<file path="src/rtl/riscv_pkg.sv">
// Shared RISC-V M-extension definitions: op codes, muldiv FSM states and default XLEN.
package riscv_pkg;

    localparam int unsigned XLEN_DEFAULT = 32;

    localparam logic [6:0] OP_MUL    = 7'b0011000;
    localparam logic [6:0] OP_MULH   = 7'b0011001;
    localparam logic [6:0] OP_MULHSU = 7'b0011010;
    localparam logic [6:0] OP_MULHU  = 7'b0011011;
    localparam logic [6:0] OP_DIV    = 7'b0010000;
    localparam logic [6:0] OP_DIVU   = 7'b0010001;
    localparam logic [6:0] OP_REM    = 7'b0010010;
    localparam logic [6:0] OP_REMU   = 7'b0010011;

    typedef enum logic [1:0] {
        IDLE,
        CALC,
        FIX,
        DONE
    } state_e;

    // Mul ops are 00110xx and div ops are 00100xx.
    function automatic logic is_md_op(input logic [6:0] op);
        return (op[6:4] == 3'b001) && (op[2] == 1'b0);
    endfunction

endpackage

</file>
<file path="src/rtl/md_cond_neg.sv">
// Conditional two's-complement negate, used for operand magnitudes and result sign fix-up.
module md_cond_neg #(
    parameter int unsigned XLEN = 32
) (
    input  logic [XLEN-1:0] value,
    input  logic            neg,
    output logic [XLEN-1:0] y
);

    assign y = neg ? ('0 - value) : value;

endmodule

</file>
<file path="src/rtl/riscv_muldiv.sv">
// Iterative radix-2 RISC-V multiply/divide unit (IDLE -> CALC -> FIX -> DONE).
// Define RISCV_MULDIV_FAST_MUL_EN for a single-cycle combinational multiplier on mul-class ops.
module riscv_muldiv
    import riscv_pkg::*;
#(
    parameter int unsigned XLEN = XLEN_DEFAULT
) (
    input  logic            clock,
    input  logic            rst_n,
    input  logic            start,
    input  logic [6:0]      op,
    input  logic [XLEN-1:0] a,
    input  logic [XLEN-1:0] b,
    input  logic            flush,
    output logic            ready,
    output logic            result_valid,
    output logic [XLEN-1:0] result
);

    localparam int unsigned    CW   = $clog2(XLEN);
    localparam logic [XLEN-1:0] SMIN = {1'b1, {(XLEN-1){1'b0}}};

    state_e state, state_next;

    logic            mul_q;
    logic [1:0]      sel_q;
    logic            sign_flip;
    logic            a_neg;
    logic [XLEN-1:0] hi, lo, mcand;
    logic [CW-1:0]   cnt;

    logic            is_mul, a_signed, b_signed, a_sneg, b_sneg;
    logic            div_zero, div_ovf, accept, shortcut;
    logic [XLEN-1:0] a_abs, b_abs;

    assign is_mul   = op[3];
    assign a_signed = is_mul ? (op[1:0] != 2'b11) : !op[0];
    assign b_signed = is_mul ? !op[1] : !op[0];
    assign a_sneg   = a_signed & a[XLEN-1];
    assign b_sneg   = b_signed & b[XLEN-1];
    assign div_zero = !is_mul && (b == '0);
    assign div_ovf  = !is_mul && !op[0] && (a == SMIN) && (b == '1);
    assign accept   = (state == IDLE) && start && !flush && is_md_op(op);

`ifdef RISCV_MULDIV_FAST_MUL_EN
    logic [2*XLEN-1:0] a_ext, b_ext, fast_prod;
    assign a_ext     = a_signed ? {{XLEN{a[XLEN-1]}}, a} : {{XLEN{1'b0}}, a};
    assign b_ext     = b_signed ? {{XLEN{b[XLEN-1]}}, b} : {{XLEN{1'b0}}, b};
    assign fast_prod = a_ext * b_ext;
    assign shortcut  = div_zero | div_ovf | is_mul;
`else
    assign shortcut  = div_zero | div_ovf;
`endif

    md_cond_neg #(.XLEN(XLEN)) u_neg_a (.value(a), .neg(a_sneg), .y(a_abs));
    md_cond_neg #(.XLEN(XLEN)) u_neg_b (.value(b), .neg(b_sneg), .y(b_abs));

    // Sign correction applied in FIX on the full product and on quotient/remainder.
    logic [2*XLEN-1:0] prod_fix;
    logic [XLEN-1:0]   dr_raw, dr_fix, fix_val;
    logic              dr_neg;

    assign dr_raw = sel_q[1] ? hi : lo;
    assign dr_neg = sel_q[1] ? a_neg : sign_flip;

    md_cond_neg #(.XLEN(2*XLEN)) u_neg_prod (.value({hi, lo}), .neg(sign_flip), .y(prod_fix));
    md_cond_neg #(.XLEN(XLEN))   u_neg_dr   (.value(dr_raw), .neg(dr_neg), .y(dr_fix));

    always_comb begin
        fix_val = dr_fix;
        if (mul_q) begin
            fix_val = (sel_q == 2'b00) ? prod_fix[XLEN-1:0] : prod_fix[2*XLEN-1:XLEN];
        end
    end

    // One radix-2 step: shift-add for multiply, restoring subtract for divide.
    logic [XLEN:0] mul_sum, div_shift, div_diff;
    assign mul_sum   = {1'b0, hi} + (lo[0] ? {1'b0, mcand} : '0);
    assign div_shift = {hi, lo[XLEN-1]};
    assign div_diff  = div_shift - {1'b0, mcand};

    always_comb begin
        state_next = state;
        unique case (state)
            IDLE: begin
                if (accept) state_next = shortcut ? DONE : CALC;
            end
            CALC: begin
                if (flush)           state_next = IDLE;
                else if (cnt == '0)  state_next = FIX;
            end
            FIX:     state_next = flush ? IDLE : DONE;
            DONE:    state_next = IDLE;
            default: state_next = IDLE;
        endcase
    end

    assign ready        = (state == IDLE);
    assign result_valid = (state == DONE);

    always_ff @(posedge clock or negedge rst_n) begin
        if (!rst_n) begin
            state     <= IDLE;
            mul_q     <= 1'b0;
            sel_q     <= '0;
            sign_flip <= 1'b0;
            a_neg     <= 1'b0;
            hi        <= '0;
            lo        <= '0;
            mcand     <= '0;
            cnt       <= '0;
            result    <= '0;
        end else begin
            state <= state_next;
            unique case (state)
                IDLE: begin
                    if (accept) begin
                        mul_q     <= is_mul;
                        sel_q     <= op[1:0];
                        sign_flip <= a_sneg ^ b_sneg;
                        a_neg     <= a_sneg;
                        cnt       <= CW'(XLEN - 1);
                        hi        <= '0;
                        if (is_mul) begin
                            mcand <= a_abs;
                            lo    <= b_abs;
                        end else begin
                            mcand <= b_abs;
                            lo    <= a_abs;
                        end
                        if (div_zero) begin
                            result <= op[1] ? a : '1;
                        end else if (div_ovf) begin
                            result <= op[1] ? '0 : a;
                        end
`ifdef RISCV_MULDIV_FAST_MUL_EN
                        else if (is_mul) begin
                            {hi, lo} <= fast_prod;
                            result   <= (op[1:0] == 2'b00) ? fast_prod[XLEN-1:0]
                                                           : fast_prod[2*XLEN-1:XLEN];
                        end
`endif
                    end
                end
                CALC: begin
                    if (!flush) begin
                        if (mul_q) begin
                            hi <= mul_sum[XLEN:1];
                            lo <= {mul_sum[0], lo[XLEN-1:1]};
                        end else if (!div_diff[XLEN]) begin
                            hi <= div_diff[XLEN-1:0];
                            lo <= {lo[XLEN-2:0], 1'b1};
                        end else begin
                            hi <= div_shift[XLEN-1:0];
                            lo <= {lo[XLEN-2:0], 1'b0};
                        end
                        if (cnt != '0) cnt <= cnt - CW'(1);
                    end
                end
                FIX: begin
                    if (!flush) result <= fix_val;
                end
                DONE: begin
                end
                default: begin
                end
            endcase
        end
    end

endmodule

</file>
<file path="config.mk">
export PLATFORM = sky130hd
export DESIGN_NAME = riscv_muldiv
export DESIGN_NICKNAME = d
export VERILOG_FILES = /design/src/rtl/riscv_pkg.sv /design/src/rtl/md_cond_neg.sv /design/src/rtl/riscv_muldiv.sv
export SDC_FILE = /design/constraint.sdc
export NUM_CORES = 1
export LEC_CHECK = 0
export CAP_MARGIN = 20
export CORE_AREA = 10 10 169 171
export CTS_CLUSTER_DIAMETER = 100
export DETAILED_ROUTE_END_ITERATION = 16
export DIE_AREA = 0 0 179 181
export PLACE_DENSITY = 0.85
export SYNTH_ARGS = -nofsm -noshare
export SYNTH_HDL_FRONTEND = slang
export SYNTH_HIERARCHICAL = 1
export SYNTH_SLANG_ARGS = --single-unit
</file>
<file path="constraint.sdc">
create_clock -name clock -period 9.6 [get_ports clock]
set_input_delay 2.4 -clock clock [delete_from_list [all_inputs] [get_ports clock]]
set_output_delay 2.4 -clock clock [all_outputs]
set_load 0.02 [all_outputs]
</file>
==> impl_metrics.csv <==
group,metric,value,unit
floorplan,coreArea,25000,µm²
clock_tree,cts-root-buf,"clkbuf_16",
sta,setup_viol,0,
synth,syn_area,16000,µm²
setup_path,cp-start-kind,"primary input",
synth,ys_seq_area_share,21.8,%
clock_tree,numCtsBuffers,17,
setup_path,critPathKind,"primary input to flop",
sta,tns,0,ns
drt,met3WireLength,7.40,mm
synth,yosys_warnings,6,
clock_tree,clkTransAtPathRegs,0.07,ns
drt,wirelength,59.9,mm
sta,fin_crit_sh,54.9,%
clock_tree,cts_buffer_depth,2,
power,p_leak,7.10,nW
drt,first_pass_iters,8,
floorplan,io_pins,109,
grt,grt.total_usage,35.8,%
sta,fin_crit,5.27,ns
layout,layout_common_cells,"nand2_1 (250), o21ai_0 (202), xnor2_1 (186)",
layout,finalCoreUtilization,71.5,%
clock_tree,post_cts_buffers,0,
sta,worstMarginPinSlew,1.16,ns
clock_tree,htree_levels,4,
floorplan,die_w,179,µm
setup_path,critPathCaptureType,"flop",
layout,syn_to_final_growth,11.6,%
sta,hold_viol_final,0,
placed_design,portBuffers,108,
setup_path,crit_path_max_fanout,11,
synth,syn_inst,2044,
clock_tree,cts_sinks,140,
layout,nets,2216,
drt,viasPerCell,7.16,
clock_tree,hold_buffers,0,
floorplan,dieArea,32400,µm²
grt,grt_pass1_vias,16114,
power,vdd_ir_drop_max,0.145,mV
synth,syn-num-nets,2191,
synth,synth.area.top_cells,"dfrtp_1 (22%), xnor2_1 (10%), o21ai_0 (6.3%)",
drt,dr.first_iter.drc_count,2592,
layout,drive_above_1_share,8.02,%
sta,slew_headroom,21.4,%
clock_tree,cts_resized,0,
placed_design,hpwl,44.5,mm
run,drv_cap,0,
placed_design,dpl-instance-area,17200,µm²
synth,yosysTopAreaCell,"dfrtp_1",
placed_design,place_congestion,0.984,
clock_tree,tritoncts,"yes",
synth,synth.top_cell.area_share,21.8,%
drt,highest_layer,"met5",
synth,ys_types,75,
synth,ys.flop_type,"dfrtp_1",
power,power,4.19,mW
floorplan,num_rows,58,
drt,antenna_left,0,
setup_path,crit_arrival,5.61,ns
grt,grt_max_degree,96,
drt,wl_met2,25.6,mm
synth,syn_avg_cell_area,7.85,µm²
sta,hold_ws,0.510,ns
layout,layout.cells.most_common,"nand2_1",
worst_hold_path,hp-class,"flop to flop",
floorplan,die_h,181,µm
drt,drc,0,
synth,synth_seq_cells,140,
floorplan,start_util,64.1,%
setup_path,cp.required,9.94,ns
grt,grt_overflow,0,
drt,wl_met1,23.5,mm
clock_tree,clk_latency,0.45,ns
worst_hold_path,min_from,"a_neg",
sta,fmax,0.190,GHz
drt,wl_per_cell,24.8,µm
synth,synth-async-reset-ratio,100,%
sta,rsz0062_at_grt,"false",
setup_path,r2r-start,"sel_q[1]",
setup_path,crit_path_start,"b[8]",
grt,grt_pass1_wl,92.4,mm
power,p_per_area,234,nW/µm²
grt,antenna_found_initial,4,
sta,finClkSkew,0.0207,ns
status,status,"finished, final reports clean",
sta,drv_slew,0,
layout,final_area,17900,µm²
synth,synth-edff-count,0,
drt,num_vias,17282,
metal layers:
metal  up-vias  global-route usage [%]
met5         -                       0
met4         4                    17.7
met3       247                    9.32
met2      1219                    52.3
met1      8151                    47.8
li1       7661                       -
final timing paths:
kind | end | slack, ns | cells past startpoint
worst max-delay path | lo[13] | 4.33 | 9
worst min-delay path | a_neg | 0.51 | 2
worst max register to register | result[30] | 5.19 | 11
worst min register to register | a_neg | 0.51 | 2
max in group asynchronous | mul_q | 6.14 | 2
min in group asynchronous | result[22] | 1.97 | 1
per-stage QoR:
step / instances / worst slack (ns)
after floorplan: 2044 / 5.02
after global placement: 2377 / 4.07
after detailed placement: 2377 / 3.98
after CTS: 2409 / 4.42
after global routing: 2412 / 4.17
final: 2414 / 4.33
sequential cells by signal (all words and copies together) (netlist names):
register,flops
sign_flip,1
lo,32
sel_q,2
result,32
hi,32
mul_q,1
mcand,32
a_neg,1
cnt,5
state,2
cells in the mapped netlist (42+ instances only):
cell      instances
xnor2_1         186
mux2_2           62
o31ai_1          45
nand2_1         250
clkbuf_1         96
a21oi_1          80
o41ai_1          43
dfrtp_1         140
inv_1            65
nor2_1          118
a31oi_1          42
o21ai_0         202
mux2i_1          88
ha_1             70
cells by family (layout without fill, tap and decap cells):
family          count (synthesis)  after routing  synth area share [%]
xor+xnor                      207            207                  11.3
flops                         140            140                  21.8
mux                           152            152                  9.99
other cells                     0              2                     0
buf+inv                       190            228                  4.74
compound gates                624            624                  25.8
fa+ha+maj                      72             72                  5.71
simple gates                  659            659                  20.6
area by class of cell:
cell class	instances	area, µm²
inverter	66	248
clock buffer	17	425
fill	2082	7140
sequential	140	3510
multi-input combinational	1714	11800
antenna	2	5.00
clock inverter	15	189
tap	330	413
timing repair buffer	130	1300
critical path: stages:
cell             delay (ns)
clkdlybuf4s50_1        0.49
nor4_1                 0.76
nand4b_1               0.69
o31ai_1                0.54
xnor2_1                0.21
mux2i_1                0.12
nand2_1                0.12
o21ai_0                0.09
o21ai_0                0.19
power by group:
group	switching (mW)	total [mW]	internal [mW]
combinational	1.40	2.43	1.03
clock	0.333	0.689	0.356
sequential	0.350	1.07	0.721
total	2.09	4.19	2.11
(Power assumes the default switching activity.)
